**src/rtl/seven_segment_decoder.sv**
```systemverilog
// Loopback monitor for a multiplexed seven-segment bus: it waits for each anode/segment
// pattern to settle, then rebuilds the displayed hex digits with valid, blank, error and staleness status.
module seven_segment_decoder #(
  parameter int STABLE_CYCLES  = 16,
  parameter int TIMEOUT_CYCLES = 1_000_000
) (
  input  logic       clk,
  input  logic       reset_n,
  input  logic [6:0] seg_in,
  input  logic [3:0] an_in,
  output logic [3:0] dig [0:3],
  output logic [3:0] dig_valid,
  output logic [3:0] dig_blank,
  output logic [3:0] seg_err,
  output logic       frame_done
);

  localparam int CNT_W = $clog2(STABLE_CYCLES + 1);
  localparam int AGE_W = $clog2(TIMEOUT_CYCLES);
  localparam logic [CNT_W-1:0] CNT_MAX  = CNT_W'(STABLE_CYCLES);
  localparam logic [AGE_W-1:0] AGE_MAX  = AGE_W'(TIMEOUT_CYCLES - 1);
  localparam logic [AGE_W-1:0] AGE_LAST = AGE_W'(TIMEOUT_CYCLES - 2);

  logic [10:0]      bus;
  logic [10:0]      s_reg;
  logic [CNT_W-1:0] cnt_reg;
  logic             captured_reg;
  logic [3:0]       seen_reg;
  logic             frame_done_reg;
  logic [3:0]       s_an;
  logic [6:0]       s_seg;
  logic [3:0]       cap_sel;
  logic             glyph_ok;
  logic [3:0]       glyph_val;
  logic             glyph_blank;

  assign bus   = {an_in, seg_in};
  assign s_an  = s_reg[10:7];
  assign s_seg = s_reg[6:0];

  // Stability tracker: any change of the sampled bus restarts the count and re-arms capture.
  always_ff @(posedge clk) begin
    if (!reset_n) begin
      s_reg        <= 11'h7FF;
      cnt_reg      <= '0;
      captured_reg <= 1'b0;
    end else begin
      s_reg <= bus;
      if (bus != s_reg) begin
        cnt_reg      <= '0;
        captured_reg <= 1'b0;
      end else begin
        if (cnt_reg != CNT_MAX)
          cnt_reg <= cnt_reg + 1'b1;
        if (|cap_sel)
          captured_reg <= 1'b1;
      end
    end
  end

  // Exactly one active (low) anode selects the digit; idle or multi-anode patterns never capture.
  always_comb begin
    cap_sel = 4'b0000;
    if ((cnt_reg == CNT_MAX) && !captured_reg && $onehot(~s_an))
      cap_sel = ~s_an;
  end

  always_comb begin
    glyph_ok  = 1'b1;
    glyph_val = 4'h0;
    case (s_seg)
      7'b1000000: glyph_val = 4'h0;
      7'b1111001: glyph_val = 4'h1;
      7'b0100100: glyph_val = 4'h2;
      7'b0110000: glyph_val = 4'h3;
      7'b0011001: glyph_val = 4'h4;
      7'b0010010: glyph_val = 4'h5;
      7'b0000010: glyph_val = 4'h6;
      7'b1111000: glyph_val = 4'h7;
      7'b0000000: glyph_val = 4'h8;
      7'b0010000: glyph_val = 4'h9;
      7'b0001000: glyph_val = 4'hA;
      7'b0000011: glyph_val = 4'hB;
      7'b1000110: glyph_val = 4'hC;
      7'b0100001: glyph_val = 4'hD;
      7'b0000110: glyph_val = 4'hE;
      7'b0001110: glyph_val = 4'hF;
      default:    glyph_ok  = 1'b0;
    endcase
  end

  assign glyph_blank = (s_seg == 7'b1111111);

  genvar gi;
  generate
    for (gi = 0; gi < 4; gi++) begin : g_digit
      logic [3:0]       dig_reg;
      logic             valid_reg;
      logic             blank_reg;
      logic             err_reg;
      logic [AGE_W-1:0] age_reg;

      // A capture takes priority over the staleness timeout in the same cycle.
      always_ff @(posedge clk) begin
        if (!reset_n) begin
          dig_reg   <= 4'h0;
          valid_reg <= 1'b0;
          blank_reg <= 1'b0;
          err_reg   <= 1'b0;
          age_reg   <= '0;
        end else if (cap_sel[gi]) begin
          age_reg <= '0;
          if (glyph_ok) begin
            dig_reg   <= glyph_val;
            valid_reg <= 1'b1;
            blank_reg <= 1'b0;
            err_reg   <= 1'b0;
          end else if (glyph_blank) begin
            valid_reg <= 1'b0;
            blank_reg <= 1'b1;
            err_reg   <= 1'b0;
          end else begin
            valid_reg <= 1'b0;
            blank_reg <= 1'b0;
            err_reg   <= 1'b1;
          end
        end else if (age_reg >= AGE_LAST) begin
          age_reg   <= AGE_MAX;
          valid_reg <= 1'b0;
        end else begin
          age_reg <= age_reg + 1'b1;
        end
      end

      assign dig[gi]       = dig_reg;
      assign dig_valid[gi] = valid_reg;
      assign dig_blank[gi] = blank_reg;
      assign seg_err[gi]   = err_reg;
    end
  endgenerate

  // The completing capture closes the frame; its digit does not count toward the next one.
  always_ff @(posedge clk) begin
    if (!reset_n) begin
      seen_reg       <= 4'b0000;
      frame_done_reg <= 1'b0;
    end else begin
      frame_done_reg <= 1'b0;
      if (|cap_sel) begin
        if ((seen_reg | cap_sel) == 4'b1111) begin
          frame_done_reg <= 1'b1;
          seen_reg       <= 4'b0000;
        end else begin
          seen_reg <= seen_reg | cap_sel;
        end
      end
    end
  end

  assign frame_done = frame_done_reg;

endmodule
```
**config.mk**
```make
export PLATFORM = sky130hd
export DESIGN_NAME = seven_segment_decoder
export DESIGN_NICKNAME = d
export VERILOG_FILES = /design/src/rtl/seven_segment_decoder.sv
export SDC_FILE = /design/constraint.sdc
export NUM_CORES = 1
export LEC_CHECK = 0
export CAP_MARGIN = 20
export CORE_MARGIN = 2
export CORE_UTILIZATION = 59
export DETAILED_ROUTE_END_ITERATION = 10
export PLACE_DENSITY = 0.8
export SYNTH_ARGS = -nofsm -noshare
export SYNTH_HDL_FRONTEND = slang
export SYNTH_SLANG_ARGS = --single-unit
export TNS_END_PERCENT = 5
```
**constraint.sdc**
```tcl
create_clock -name clk -period 4.5 [get_ports clk]
set_clock_uncertainty 0.1 [all_clocks]
set_input_delay 0.675 -clock clk [delete_from_list [all_inputs] [get_ports clk]]
set_output_delay 0.675 -clock clk [all_outputs]
set_load 0.01 [all_outputs]
```
# Word-level counts from Yosys, hierarchy flattened
# Index checks and enable logic that the tools add are counted.
[word_totals]
register_bits = 130
inputBits = 13
out_inout_bits = 29
[classes]
n_addsub = 8
order_cmp = 4
eq_ne = 21
muxes = 22
bitwise_logic = 3
reduce_logical = 24
[ops]
columns = ["op", "n"]
rows = [
  ["$add A20 B1 Y20 const B", 4],
  ["$ge A20 B20 Y1 const B", 4],
  ["$mux W20", 4],
  ["$pmux W4 S15", 1],
  ["$eq A7 B7 Y1 const B", 5],
  ["$eq A7 B5 Y1 const B", 3],
  ["$eq A7 B6 Y1 const B", 3],
  ["$reduce_or A16 Y1", 1],
  ["$mux W1", 15],
  ["$eq A7 B2 Y1 const B", 2],
  ["$eq A7 B4 Y1 const B", 2],
  ["$reduce_or A3 Y1", 4],
  ["$ne A11 B11 Y1", 1],
  ["$reduce_and A2 Y1", 5],
  ["$reduce_or A2 Y1", 5],
  ["$mux W4", 2],
  ["$reduce_bool A2 Y1", 4],
  ["$eq A7 B3 Y1 const B", 1],
  ["$logic_not A7 Y1", 1],
  ["$add A5 B1 Y5 const B", 1],
  ["$eq A5 B5 Y1 const B", 1],
  ["$ne A5 B5 Y1 const B", 1],
  ["$add A1 B1 Y2", 2],
  ["$eq A4 B4 Y1 const B", 1],
  ["8 further kinds", 9],
]

# Logic depth before layout (Yosys ltp)
# Gate-level depths: netlist (run 1).
[logic_depth]
depth_word = 9
mapped_depth = 11

# Worst setup path after synthesis (run 1)
# Ideal clock, no wire load.
[synth_path]
path_kind = "reg-to-reg"
from = "register s_reg[7]"
to = "register g_digit[1].dig_reg[0]"
setup_ps = 114
t_arrival_ps = 2926
required_time_ps = 4286
slack_ps = 1360
stages_incl_launch_ff = 12
n_path_buf = 2
cell_sequence = "dfxtp_1 > fa_1 > inv_1 > ha_1 > ha_1 > or4b_1 > buf_2 > or3_1 > buf_6 > a311oi_2 > a2111oi_1 > a21o_1"
[synth_between]
elab_chain_cells = 7
[synth_rtl]
columns = ["element", "line_no", "source"]
rows = [
  ["start, declared", "25", "logic [10:0] s_reg;"],
  ["start signal, assigned", "48", "s_reg <= bus;"],
  ["$not A4 Y4", "64", "if ((cnt_reg == CNT_MAX) && !captured_reg && $onehot(~s_an))"],
  ["$add A1 B1 Y2 (implied by the code)", "64", ""],
  ["$add A2 B2 Y3 (implied by the code)", "64", ""],
  ["$eq A3 B1 Y1", "64", ""],
  ["$logic_and A1 B1 Y1", "64", ""],
  ["$mux W4", "64", ""],
  ["$reduce_and A2 Y1 (no line)", "--", ""],
  ["end signal, assigned", "114", "dig_reg <= glyph_val;"],
  ["end, declared", "97", "logic [3:0] dig_reg;"],
]
# Every way passes these cells.
# A chain may end at the register's enable or synchronous reset.

# Final worst setup path (run 1)
[layout_path]
from = "register s_reg[7]"
to = "register g_digit[1].age_reg[6]"
[layout_between]
elab_chain_cells = 7
[layout_rtl]
columns = ["element", "line_no", "source"]
rows = [
  ["$not A4 Y4", "64", ""],
  ["$add A1 B1 Y2 (implied by the code)", "64", ""],
  ["$add A2 B2 Y3 (implied by the code)", "64", ""],
  ["$eq A3 B1 Y1", "64", ""],
  ["$logic_and A1 B1 Y1", "64", ""],
  ["$mux W4", "64", ""],
  ["$reduce_or A3 Y1 (no line)", "--", ""],
  ["end signal, assigned", "131", "age_reg <= age_reg + 1'b1;"],
  ["end, declared", "101", "logic [AGE_W-1:0] age_reg;"],
]
# Every way passes these cells.

==> flow_summary.yaml, run 1 <==
timing:
  finalCriticalPeriod_ns: 3.58
  period_share_pct: 79.5
  setup_tns_ns: 0
  rsz0062_at_grt: "false"
  setup_viol: 0
  maxSlewHeadroom_pct: 37.3
  slew_viol_final: 0
  worst_slew_pin_slew_ns: 0.933
  finalHoldViolations: 0
  max_freq_mhz: 280
synthesis:
  yosysTopAreaCell: "dfxtp_1"
  ys_top_cells_by_area: "dfxtp_1 42%, xor2_1 6.8%, a21oi_1 5.3%"
  synth_xor_area_share_pct: 11.8
  syn_nets: 741
  ys_seq_area_share_pct: 41.8
  netlist.area_leader.share_pct: 41.8
  synth_mux_area_share_pct: 0.643
  syn_area_sq_mm: 0.00623
  synth_common_cells: "130 x dfxtp_1, 66 x a21oi_1, 55 x nor3_1, 53 x nand2_1, 48 x xor2_1"
  ys_types: 59
  avgSynthCellArea_sq_um: 8.71
  synth_fa_ha_area_share_pct: 2.73
  synth_flop_cell: "dfxtp_1"
  yosysMostFrequentCell: "dfxtp_1"
  synth_seq_cells: 130
  synth_top_family_by_area: "simple AND/OR/NAND/NOR gates"
  synth_compound_area_share_pct: 13.3
  netlist_instances: 715
  yosys_warnings: 0
  synthArstFlopShare_pct: 0
  synthSimpleGateAreaFrac_pct: 23.7
  synth_edf_count: 0
route:
  vias: 5238
  dr.pass1.iters: 5
  vias_per_cell: 5.93
  wl_per_cell_microns: 15.8
  wirelength_mm: 14.0
  drc: 0
  drtIter0Drc: 253
  ant_nets: 0
clocking:
  cts_hold_buf: 0
  clkTransAtPathRegs_ns: 0.06
  root_buffer: "clkbuf_8"
  cts_sinks: 130
  cts_setup_buffers: 0
  cts_tree: "yes"
  clk-insertion-delay-late_ns: 0.53
  numCtsBuffers: 17
  ctsResizeCount: 0
  cts_max_level: 4
  cts_buffer_depth: 2
setup_path:
  critPathMaxFanout: 20
  end_kind: "flop"
  startpoint_type: "flop"
  worstPathRequired_ns: 4.77
  cp.arrival_ns: 3.85
  path_class: "reg2reg"
placed_design:
  place_congestion: 0.882
  dp.cells: 849
  numPortBuffers: 41
  dpl.hpwl_mm: 9.54
grt:
  met1_usage_pct: 31.2
  track_usage_pct: 25.9
  antenna_found_initial: 0
  grt.overflow.total: 0
  grt_pass1_vias: 5120
  grtUsageMet3_pct: 5.53
  busiest_layer: "met2"
  grt_max_degree: 21
  grt_pass1_wl_mm: 23.7
  met2_usage_pct: 44.4
floorplan:
  dieArea_sq_mm: 0.0114
  start_util_pct: 60.6
  core_area_sq_mm: 0.0103
  io_pins: 42
  die_x_microns: 107
  die-height_microns: 107
  rows: 37
final_layout:
  largest_register_ffs: 80
  final_cells: 883
  area_growth_pct: 14.5
  antennaDiodeCount: 0
  fillers: 802
  layout.nets: 760
  layout-drive-gt1-share_pct: 5.49
power:
  p_per_area_mw_per_mm2: 367
  p_leak_nw: 2.47
  irDropWorstVdd_mv: 0.325
flow_run:
  cap_viol_max_count: 0
min_path:
  min-delay-path-class: "reg2reg"
status:
  status: "finished clean"
==> final cells by class <==
type,count,area [sq um],area share [%]
clock buffer,17,414,5.81
clock inverter,15,159,2.23
inverter,25,93.8,1.32
multi-input combinational,514,3250,45.5
sequential,130,2600,36.5
tap,136,170,2.39
timing repair buffer,46,443,6.21
==> worst max-delay path, stage by stage (launching register included) <==
cell	delay, ns
dfxtp_1	0.37
fa_1	0.56
inv_1	0.05
ha_1	0.19
ha_1	0.28
or4b_1	0.61
or3_1	0.53
nand2_1	0.59
nor3_1	0.14
==> per-layer routing <==
layer / share of wire, % / wire length, microns
met4: 2.1 / 298
met5: 0 / 0
met3: 5.3 / 741
met2: 50 / 6940
met1: 43 / 6010
==> report_power, final <==
part           leakage [nW]  total, mW  switching [mW]  internal [mW]
combinational          1.16     0.0979          0.0552         0.0428
sequential             1.05       1.19          0.0281           1.17
clock                 0.263       1.33           0.536          0.790
total                  2.47       2.62           0.619           2.00
==> worst paths after layout <==
| check | cells past startpoint | from | to | slack (ns) |
|---|---|---|---|---|
| setup / recovery | 8 | s_reg[7]$_SDFF_PN1_ | g_digit[1].age_reg[6]$_SDFF_PP0_ | 0.92 |
| hold / removal | 2 | g_digit[0].age_reg[19]$_SDFF_PP0_ | g_digit[0].age_reg[19]$_SDFF_PP0_ | 0.37 |
| setup reg to reg | 8 | s_reg[7]$_SDFF_PN1_ | g_digit[1].age_reg[6]$_SDFF_PP0_ | 0.92 |
| hold reg to reg | 2 | g_digit[0].age_reg[19]$_SDFF_PP0_ | g_digit[0].age_reg[19]$_SDFF_PP0_ | 0.37 |
==> layout by cell type, fill, tap and decap left out, types with 8 or more instances in the layout <==
cell type	Yosys	routed
a21oi_1	66	66
and3_1	10	10
and4_1	8	8
clkbuf_16	0	16
clkdlybuf4s50_1	0	41
dfxtp_1	130	130
ha_1	12	12
inv_1	25	25
nand2_1	53	53
nand2b_1	11	11
nand3_1	43	43
nand4_1	18	18
nor2_1	41	41
nor3_1	55	55
nor4_1	9	9
o21ai_0	12	12
o31ai_1	9	9
or3_1	10	10
xnor2_1	36	36
xor2_1	48	48
==> metrics by stage <==
stage	util (%)	setup slack (ns)	hold slack [ns]	power, mW	area (sq um)
after floorplan	-	1.36	0.322	1.29	6230
after global placement	63.7	1.10	0.337	1.31	6550
after detailed placement	63.7	0.995	0.348	1.31	6550
after CTS	69.3	0.942	0.361	2.63	7120
after global routing	69.4	0.760	0.389	2.70	7130
final	69.4	0.922	0.366	2.62	7130
==> logic make-up after synthesis <==
| kind of cell | count (synthesis) |
|---|---|
| AND/OR/NAND/NOR | 282 |
| adder cells (fa/ha/maj) | 13 |
| buffers and inverters | 71 |
| AO/OA/AOI/OAI | 131 |
| multiplexers | 4 |
| flip-flops | 130 |
| XOR/XNOR | 84 |
Power figures use the tool's default switching activity.
==> run 2: changes to the inputs <==
--- a/config.mk
+++ b/config.mk
@@ -7,9 +7,9 @@
 export LEC_CHECK = 0
 export CAP_MARGIN = 20
 export CORE_MARGIN = 2
-export CORE_UTILIZATION = 59
+export CORE_UTILIZATION = 53
 export DETAILED_ROUTE_END_ITERATION = 10
-export PLACE_DENSITY = 0.8
+export PLACE_DENSITY = 0.76
 export SYNTH_ARGS = -nofsm -noshare
 export SYNTH_HDL_FRONTEND = slang
 export SYNTH_SLANG_ARGS = --single-unit
==> constraint.sdc (replaced) <==
create_clock -name clk -period 2.9 [get_ports clk]
set_clock_uncertainty 0.1 [all_clocks]
set_input_delay 0.435 -clock clk [delete_from_list [all_inputs] [get_ports clk]]
set_output_delay 0.435 -clock clk [all_outputs]
set_load 0.01 [all_outputs]
==> flow_summary.yaml, run 2 (synthesis results as in run 1) <==
final_layout:
  final_cells: 918
  layout.nets: 788
  area_growth_pct: 19.8
  layout-drive-gt1-share_pct: 10.6
  largest_register_ffs: 80
  antennaDiodeCount: 0
  mostFrequentLayoutCell: "dfxtp_1"
  final_cell_mix: "128 x dfxtp_1, 64 x a21oi_1, 54 x nor3_1"
timing:
  setup_viol: 27
  slew_viol_final: 0
  finalCriticalPeriod_ns: 3.04
  maxSlewHeadroom_pct: 27.9
  finalHoldViolations: 0
  worst_slew_pin_slew_ns: 1.08
  rsz0062_at_grt: "true"
  setup_ws_ns: -0.138
  max_freq_mhz: 329
  period_share_pct: 105
clocking:
  clkTransAtPathRegs_ns: 0.06
  clk-insertion-delay-late_ns: 0.43
  cts_hold_buf: 0
  cts_sinks: 130
  numCtsBuffers: 17
  cts_max_level: 4
  root_buffer: "clkbuf_16"
  cts_buffer_depth: 2
  cts_tree: "yes"
setup_path:
  critPathMostFrequentCell: "ha_4"
  regToRegStartpoint: "s_reg[10]$_SDFF_PN1_"
  reg2reg_depth: 9
  critPathMaxFanout: 6
  path_class: "reg2reg"
  critPathBufInv: 1
  cp.arrival_ns: 3.23
  path_delay_family: "simple AND/OR/NAND/NOR gates"
  crit_chain: "fa_1 -> inv_2 -> ha_4 -> ha_4 -> or4b_4 -> or3_4 -> a311oi_4 -> a2111o_1 -> o31ai_1"
  crit_path_end: "g_digit[1].dig_reg[2]$_SDFFE_PN0P_"
  startpoint_type: "flop"
  critPathMaxStageDelay_ns: 0.55
  worstReg2RegEnd: "g_digit[1].dig_reg[2]$_SDFFE_PN0P_"
  startpoint: "s_reg[10]$_SDFF_PN1_"
  cp_num_cells: 9
  worstPathRequired_ns: 3.09
  end_kind: "flop"
  cp_slowest_cell: "fa_1"
  r2r_slack_ns: -0.14
route:
  dr.pass1.iters: 5
  vias_per_cell: 5.86
  ant_nets: 0
  drc: 0
  wl_per_cell_microns: 15.7
  drtIter0Drc: 431
  vias: 5380
  wirelength_mm: 14.4
grt:
  grt_max_degree: 45
  grt.overflow.total: 0
  grt_pass1_vias: 5222
  antenna_found_initial: 0
  grt_pass1_wl_mm: 24.2
  track_usage_pct: 23.5
floorplan:
  die-height_microns: 112
  die_x_microns: 112
  start_util_pct: 54.5
  io_pins: 42
  rows: 39
  dieArea_sq_mm: 0.0126
  core_area_sq_mm: 0.0114
status:
  status: "finished, violations left"
  failed_checks: "setup timing"
min_path:
  min-delay-path-class: "reg2reg"
placed_design:
  dpl.hpwl_mm: 9.75
  numPortBuffers: 41
  pre_cts_ws_ns: -0.172
  place_congestion: 0.903
  dp.cells: 884
power:
  p_leak_nw: 2.64
  irDropWorstVdd_mv: 0.497
  p_per_area_mw_per_mm2: 543
  finalPower_mw: 4.05
flow_run:
  cap_viol_max_count: 0
-- run 2: changes by cell type in the layout (fill, tap and decap cells not counted), moves of 2 or more --
cell        previous run  this run
buf_4                  3        28
buf_12                 0         4
clkinv_2               2         5
clkinvlp_4             6         3
a21oi_1               66        64
a21oi_2                0         2
dfxtp_1              130       128
dfxtp_2                0         2
ha_1                  12        10
ha_4                   0         2
or3_1                 10         8
or3_4                  0         2
-- run 2: how the worst min path moves through the flow --
stage               slack (ns)                          startpoint  cells after the start                                  to
floorplan                 0.32   g_digit[0].age_reg[19]$_SDFF_PP0_                      2   g_digit[0].age_reg[19]$_SDFF_PP0_
global placement          0.33   g_digit[0].age_reg[19]$_SDFF_PP0_                      2   g_digit[0].age_reg[19]$_SDFF_PP0_
detailed placement        0.34   g_digit[0].age_reg[19]$_SDFF_PP0_                      2   g_digit[0].age_reg[19]$_SDFF_PP0_
CTS                       0.35   g_digit[0].age_reg[19]$_SDFF_PP0_                      2   g_digit[0].age_reg[19]$_SDFF_PP0_
global route              0.39  g_digit[2].dig_reg[3]$_SDFFE_PN0P_                      2  g_digit[2].dig_reg[3]$_SDFFE_PN0P_
finish                    0.35   g_digit[0].age_reg[19]$_SDFF_PP0_                      2   g_digit[0].age_reg[19]$_SDFF_PP0_
-- run 2: per-stage QoR --
stage | instance area, sq um | TNS (ns) | hold slack, ns | utilization (%)
after detailed placement | 6830 | -3.89 | 0.342 | 59.8
after CTS | 7430 | -0.740 | 0.350 | 65.1
after floorplan | 6240 | -0.639 | 0.322 | -
after global placement | 6830 | -1.12 | 0.333 | 59.8
final | 7460 | -0.885 | 0.351 | 65.3
after global routing | 7460 | -4.64 | 0.392 | 65.3
-- run 2: power by group --
part           switching (mW)  internal (mW)  leakage [nW]
clock network           0.807           1.20         0.269
logic                   0.108         0.0945          1.32
registers              0.0341           1.81          1.05
-- run 2: layout make-up --
type,count,area [sq um]
inverter,25,93.8
tap,143,179
timing repair buffer,74,706
sequential,130,2610
fill,946,3960
multi-input combinational,514,3320
clock buffer,19,443
clock inverter,13,113
-- run 2: repair_timing --
action / in CTS / in global routing
endpoints found under the setup margin: 87 / 66
resized for setup: 7 / 6
pin swaps: 3 / 1
setup buffers: 1 / 0
-- run 2: tightest hold or removal path: stages, from the launching register on --
cell and delay (ns):
dfxtp_1 0.31, inv_1 0.05, a21oi_1 0.05
-- run 2: metal layers --
layer	wire length (microns)	global-route usage [%]	share of wire, %	vias to the layer above
met5	0	0	0	-
met4	337	10.2	2.3	0
met3	692	6.26	4.8	32
met2	7000	38.4	49	136
met1	6390	29.4	44	2564
li1	-	-	-	2648
